$ cat src/rtl/uart_rx_cfg.sv
// Configurable UART receiver: DATA_BITS/PARITY/STOP_BITS frames with 3-sample mid-bit voting,
// false-start rejection and parity/framing/break reporting.
module uart_rx_cfg #(
    parameter logic [15:0] BPS_NUM   = 16'd434,
    parameter int unsigned DATA_BITS = 8,
    parameter int unsigned PARITY    = 0,
    parameter int unsigned STOP_BITS = 1
) (
    input  logic                 clk,
    input  logic                 rst_n,
    input  logic                 uart_rx_i,
    output logic [DATA_BITS-1:0] rx_data_o,
    output logic                 rx_valid_o,
    output logic                 parity_err_o,
    output logic                 frame_err_o,
    output logic                 break_det_o,
    output logic                 busy_o
);

    localparam logic [15:0] Mid      = BPS_NUM >> 1;
    localparam logic [15:0] MidP1    = Mid + 16'd1;
    localparam logic [3:0]  LastData = 4'(DATA_BITS - 1);
    localparam logic [3:0]  LastStop = 4'(STOP_BITS - 1);
    localparam logic        OddPar   = (PARITY == 1);

    typedef enum logic [2:0] {
        StIdle, StStart, StData, StParity, StStop, StDone, StWaitHigh
    } state_e;

    state_e state_q, state_d;

    logic                 meta_q, sync_q, hist_q;
    logic [15:0]          cnt_q, cnt_d;
    logic [3:0]           bit_q, bit_d;
    logic [1:0]           samp_q, samp_d;
    logic [DATA_BITS-1:0] shift_q, shift_d;
    logic                 pbit_q, pbit_d;
    logic                 perr_q, perr_d;
    logic                 ferr_q, ferr_d;
    logic [DATA_BITS-1:0] data_out_q, data_out_d;
    logic                 perr_out_q, perr_out_d;
    logic                 ferr_out_q, ferr_out_d;
    logic                 brk_out_q, brk_out_d;

    logic vote, at_vote, at_end, ferr_now;

    // Samples at M-1 and M are held in samp_q; the third comes from sync at M+1.
    assign vote    = (samp_q[1] & samp_q[0]) | (samp_q[1] & sync_q) | (samp_q[0] & sync_q);
    assign at_vote = (cnt_q == MidP1);
    assign at_end  = (cnt_q == BPS_NUM);
    assign ferr_now = ferr_q | (at_vote & ~vote);

    // State register
    always_ff @(posedge clk or negedge rst_n) begin
        if (!rst_n) begin
            state_q <= StIdle;
        end else begin
            state_q <= state_d;
        end
    end

    // Next-state logic
    always_comb begin
        state_d = state_q;
        unique case (state_q)
            StIdle:     if (!sync_q) state_d = StStart;
            StStart: begin
                if (at_vote && vote) begin
                    state_d = StIdle;
                end else if (at_end) begin
                    state_d = StData;
                end
            end
            StData: begin
                if (at_end && (bit_q == LastData)) begin
                    state_d = (PARITY != 0) ? StParity : StStop;
                end
            end
            StParity:   if (at_end) state_d = StStop;
            StStop:     if (at_vote && (bit_q == LastStop)) state_d = StDone;
            StDone:     state_d = ferr_q ? StWaitHigh : StIdle;
            StWaitHigh: if (sync_q) state_d = StIdle;
            default:    state_d = StIdle;
        endcase
    end

    // Datapath next-state
    always_comb begin
        cnt_d      = cnt_q;
        bit_d      = bit_q;
        samp_d     = samp_q;
        shift_d    = shift_q;
        pbit_d     = pbit_q;
        perr_d     = perr_q;
        ferr_d     = ferr_q;
        data_out_d = data_out_q;
        perr_out_d = perr_out_q;
        ferr_out_d = ferr_out_q;
        brk_out_d  = brk_out_q;

        if ((state_d != state_q) || (state_q == StIdle) || (state_q == StDone)
            || (state_q == StWaitHigh) || at_end) begin
            cnt_d = '0;
        end else begin
            cnt_d = cnt_q + 16'd1;
        end

        if (state_d != state_q) begin
            bit_d = '0;
        end else if (((state_q == StData) || (state_q == StStop)) && at_end) begin
            bit_d = bit_q + 4'd1;
        end

        if (cnt_q == Mid) begin
            samp_d = {hist_q, sync_q};
        end

        if (state_q == StIdle) begin
            pbit_d = 1'b0;
            perr_d = 1'b0;
            ferr_d = 1'b0;
        end

        if (at_vote) begin
            unique case (state_q)
                StData:   shift_d = {vote, shift_q[DATA_BITS-1:1]};
                StParity: begin
                    pbit_d = vote;
                    perr_d = vote ^ (^shift_q) ^ OddPar;
                end
                StStop:   ferr_d = ferr_now;
                default:  ;
            endcase
        end

        // Result registers load on the way into DONE so they are valid with rx_valid.
        if ((state_q == StStop) && (state_d == StDone)) begin
            data_out_d = shift_q;
            perr_out_d = perr_q;
            ferr_out_d = ferr_now;
            brk_out_d  = ferr_now && (shift_q == '0) && !pbit_q;
        end
    end

    always_ff @(posedge clk or negedge rst_n) begin
        if (!rst_n) begin
            meta_q     <= 1'b1;
            sync_q     <= 1'b1;
            hist_q     <= 1'b1;
            cnt_q      <= '0;
            bit_q      <= '0;
            samp_q     <= '0;
            shift_q    <= '0;
            pbit_q     <= 1'b0;
            perr_q     <= 1'b0;
            ferr_q     <= 1'b0;
            data_out_q <= '0;
            perr_out_q <= 1'b0;
            ferr_out_q <= 1'b0;
            brk_out_q  <= 1'b0;
        end else begin
            meta_q     <= uart_rx_i;
            sync_q     <= meta_q;
            hist_q     <= sync_q;
            cnt_q      <= cnt_d;
            bit_q      <= bit_d;
            samp_q     <= samp_d;
            shift_q    <= shift_d;
            pbit_q     <= pbit_d;
            perr_q     <= perr_d;
            ferr_q     <= ferr_d;
            data_out_q <= data_out_d;
            perr_out_q <= perr_out_d;
            ferr_out_q <= ferr_out_d;
            brk_out_q  <= brk_out_d;
        end
    end

    // Outputs
    always_comb begin
        rx_valid_o   = (state_q == StDone);
        busy_o       = (state_q != StIdle);
        rx_data_o    = data_out_q;
        parity_err_o = perr_out_q;
        frame_err_o  = ferr_out_q;
        break_det_o  = brk_out_q;
    end

endmodule

$ cat config.mk
export PLATFORM = sky130hd
export DESIGN_NAME = uart_rx_cfg
export DESIGN_NICKNAME = d
export VERILOG_FILES = /design/src/rtl/uart_rx_cfg.sv
export SDC_FILE = /design/constraint.sdc
export NUM_CORES = 1
export LEC_CHECK = 0
export CAP_MARGIN = 25
export CORE_MARGIN = 2
export CORE_UTILIZATION = 55
export CTS_BUF_LIST = sky130_fd_sc_hd__clkbuf_2
export CTS_CLUSTER_SIZE = 28
export DETAILED_ROUTE_END_ITERATION = 6
export PLACE_DENSITY_LB_ADDON = 0.2
export SLEW_MARGIN = 5
export SYNTH_ARGS = -nofsm -noshare
export SYNTH_HDL_FRONTEND = slang
export SYNTH_SLANG_ARGS = --single-unit
$ cat constraint.sdc
create_clock -name clk -period 2.3 [get_ports clk]
set_input_delay 0.23 -clock clk [delete_from_list [all_inputs] [get_ports clk]]
set_output_delay 0.23 -clock clk [all_outputs]
set_load 0.005 [all_outputs]
==> impl_metrics.toml <==
[timing]
worst_clock_skew_ps = 23.5
worst_pin_slew_ps = 535
timing.fmax_ghz = 0.459
relSlewSlack_pct = 63.9
fin_setup_tns_ps = 0
report.final.slew_viol_count = 0
setup_viol = 0
finalHoldViolCount = 0
post-route-period-util_pct = 94.7
timing.final.ws_setup_ps = 122
finalWorstPathRequiredPeriod_ps = 2180
unrepaired_setup_endpoints_after_global_routing = "no"

[routing]
route.vias.total = 1795
route.detailed.drc = 0
wl_per_cell_microns = 14.0
avg_vias_per_cell = 5.42
drt_iter0_drc = 139
antenna_left = 0
drt_wl_total_mm = 4.62
detailedRoute.firstPassIterationCount = 4

[synthesis]
seq_area_frac_synth_pct = 49.7
postSynthCellCount = 246
yosysUniqueCellTypes = 45
post-synth-top-count-cell = "sky130_fd_sc_hd__dfrtp_1"
synth_top_flop_cell = "sky130_fd_sc_hd__dfrtp_1"
top_cells_by_area_in_the_synthesized_netlist = "sky130_fd_sc_hd__dfrtp_1 (47%), sky130_fd_sc_hd__ha_1 (4.5%), sky130_fd_sc_hd__nor2_1 (4.3%), sky130_fd_sc_hd__xnor2_1 (4.2%), sky130_fd_sc_hd__mux2i_1 (3.6%)"
syn_area_sq_mm = 0.00253
synth_warnings = 0
synth-edff-count = 0
postSynthNetCount = 258
synthDominantCellAreaShare_pct = 46.6
synth_seq_cells = 50
synth_async_sr_flop_share_pct = 100
synth_area_per_cell_sq_um = 10.3
synth_top_cell_by_area = "sky130_fd_sc_hd__dfrtp_1"
yosys-top-cells-count = "sky130_fd_sc_hd__dfrtp_1 (47), sky130_fd_sc_hd__nor2_1 (29), sky130_fd_sc_hd__nand2_1 (24)"

[clock_network]
worstSkewPairLatency_ps = 430
clk_root_buffer_cell = "sky130_fd_sc_hd__clkbuf_2"
ctsLongestPathBuffers = 2
ctsHtreeMaxLevel = 2
tritoncts = "yes"
post_cts_resized = 0
cts-buffers-inserted = 5
clock_sinks = 50
clk_pin_slew_worst_paths_ps = 260

[global_routing]
grtUsageTotal_pct = 20.6
globalRoute.totalOverflow = 0
grt_max_degree = 22
grt_first_pass_wirelength_mm = 8.33
antenna_found_initial = 0
number_of_global_route_vias_before_repair = 1788

[setup_path]
critPathArrivalTime_ps = 2530
cp.required_ps = 2650
cp_top_family = "simple AND/OR/NAND/NOR gates"
crit_slowest_cell = "sky130_fd_sc_hd__or4_4"
critPathLaunchType = "register"
critical_path.cell_chain = "or4_4 -> nor4_4 -> nand2_1 -> a21o_1 -> a22o_1"
reg2reg_to = "perr_q"
reg2regPathDepth = 5
timing.setup.critical_path_class = "reg -> reg"
critical_path_startpoint = "cnt_q[2]"
timing.critical_path.to_type = "register"
number_of_cells_on_the_critical_path = 5
reg2reg_setup_slack_ps = 120
critPathCapture = "perr_q"
delay_contributed_by_the_slowest_stage_of_the_critical_path_ps = 600
cp.buffers_inverters = 0
critical_path.max_fanout = 6
rr_startpoint = "cnt_q[2]"

[cells_and_area]
areaGrowthSynthToFinish_pct = 14.9
nets = 290
antennaDiodeCount = 0
post_route_cells_drive_above_1_share_pct = 13.6

[place]
finalWeightedCongestion = 0.827
place.port_buffers = 15
place_worst_setup_slack_ps = 128
dp_hpwl_mm = 3.40

[floorplan]
die_width_microns = 71.8
placementRows = 24
start_util_pct = 57.6
die-area_sq_mm = 0.00515
die_height_microns = 71.8
coreArea_sq_mm = 0.00438
top_level_ports = 16

[pwr]
power-per-cell-area_mw_per_mm2 = 474
leakage_power_uw = 0.00127
peakVddDrop_mv = 0.367
total_power_consumption_uw = 1380

[status]
outcome = "finished, final reports clean"

[hold_path]
worstHoldPathType = "in -> async"

[run]
max-cap-violations = 0
[worst min path at each step]
stage | slack (ps) | end | from | depth (start not counted)
2_1_floorplan | -70 | bit_q[0] | rst_n | 0
3_3_place_gp | 160 | shift_q[4] | rst_n | 1
3_5_place_dp | 160 | shift_q[4] | rst_n | 1
4_1_cts | 170 | meta_q | uart_rx_i | 1
5_1_grt | 160 | meta_q | uart_rx_i | 1
6_report | 180 | shift_q[1] | rst_n | 2
[metrics by stage]
step | instance area (sq um) | utilization [%] | instances | hold slack, ps
floorplan | 2530 | - | 246 | -65.6
global placement | 2820 | 64.2 | 321 | 162
detailed placement | 2820 | 64.2 | 321 | 161
CTS | 2900 | 66.0 | 330 | 168
global route | 2900 | 66.2 | 331 | 164
finish | 2900 | 66.2 | 331 | 178
[power breakdown]
| part | internal, uW | switching [uW] |
|---|---|---|
| Sequential | 886 | 2.75 |
| Clock | 182 | 282 |
| Combinational | 6.49 | 17.2 |
| Total | 1070 | 302 |
[cells by family after synthesis]
kind of cell             count (synthesis)  synth area share, %
AND/OR/NAND/NOR                         99                 21.3
flip-flops                              50                 49.7
AO/OA/AOI/OAI                           36                 9.86
XOR/XNOR                                21                 7.28
buffers and inverters                   20                 2.97
multiplexers                            11                 4.46
adder cells (fa/ha/maj)                  9                 4.46
[flip-flops by register name (all words and copies together) (netlist names), 2 cells and up]
name       cells
rx_data_o      8
samp_q         2
bit_q          4
cnt_q         16
shift_q        8
state_q        3
[layout make-up]
| cell class | instances | area [sq um] |
|---|---|---|
| clock buffer | 5 | 25.0 |
| clock inverter | 3 | 45.0 |
| fill | 374 | 1480 |
| inverter | 15 | 56.3 |
| multi-input combinational | 176 | 1200 |
| sequential | 50 | 1250 |
| tap | 52 | 65.1 |
| timing repair buffer | 30 | 260 |
[repair_timing]
item | CTS | global route
hold buffers | 1 | 0
buffers inserted | 0 | 1
endpoints found under the setup margin | 0 | 5
endpoints found under the hold margin | 14 | 0
[metal layers]
| metal | global-route usage [%] | share of wire (%) |
|---|---|---|
| met2 | 33.3 | 49 |
| met4 | 7.76 | 1.6 |
| met5 | 0 | 0 |
| met1 | 28.4 | 47 |
| met3 | 2.95 | 2.5 |
[cell usage in the layout, fill, tap and decap left out, drive strengths merged, types with 3 or more instances in the layout]
cell type,count
a211oi,3
a21oi,6
and3,6
buf,15
clkbuf,5
clkdlybuf4s50,14
dfrtp,47
dfstp,3
ha,9
inv,15
mux2i,9
nand2,24
nand2b,6
nand3,12
nor2,30
nor2b,3
nor3,4
nor4,3
o21ai,13
xnor2,12
xor2,9
No activity file was read; power rests on OpenSTA's default activity.
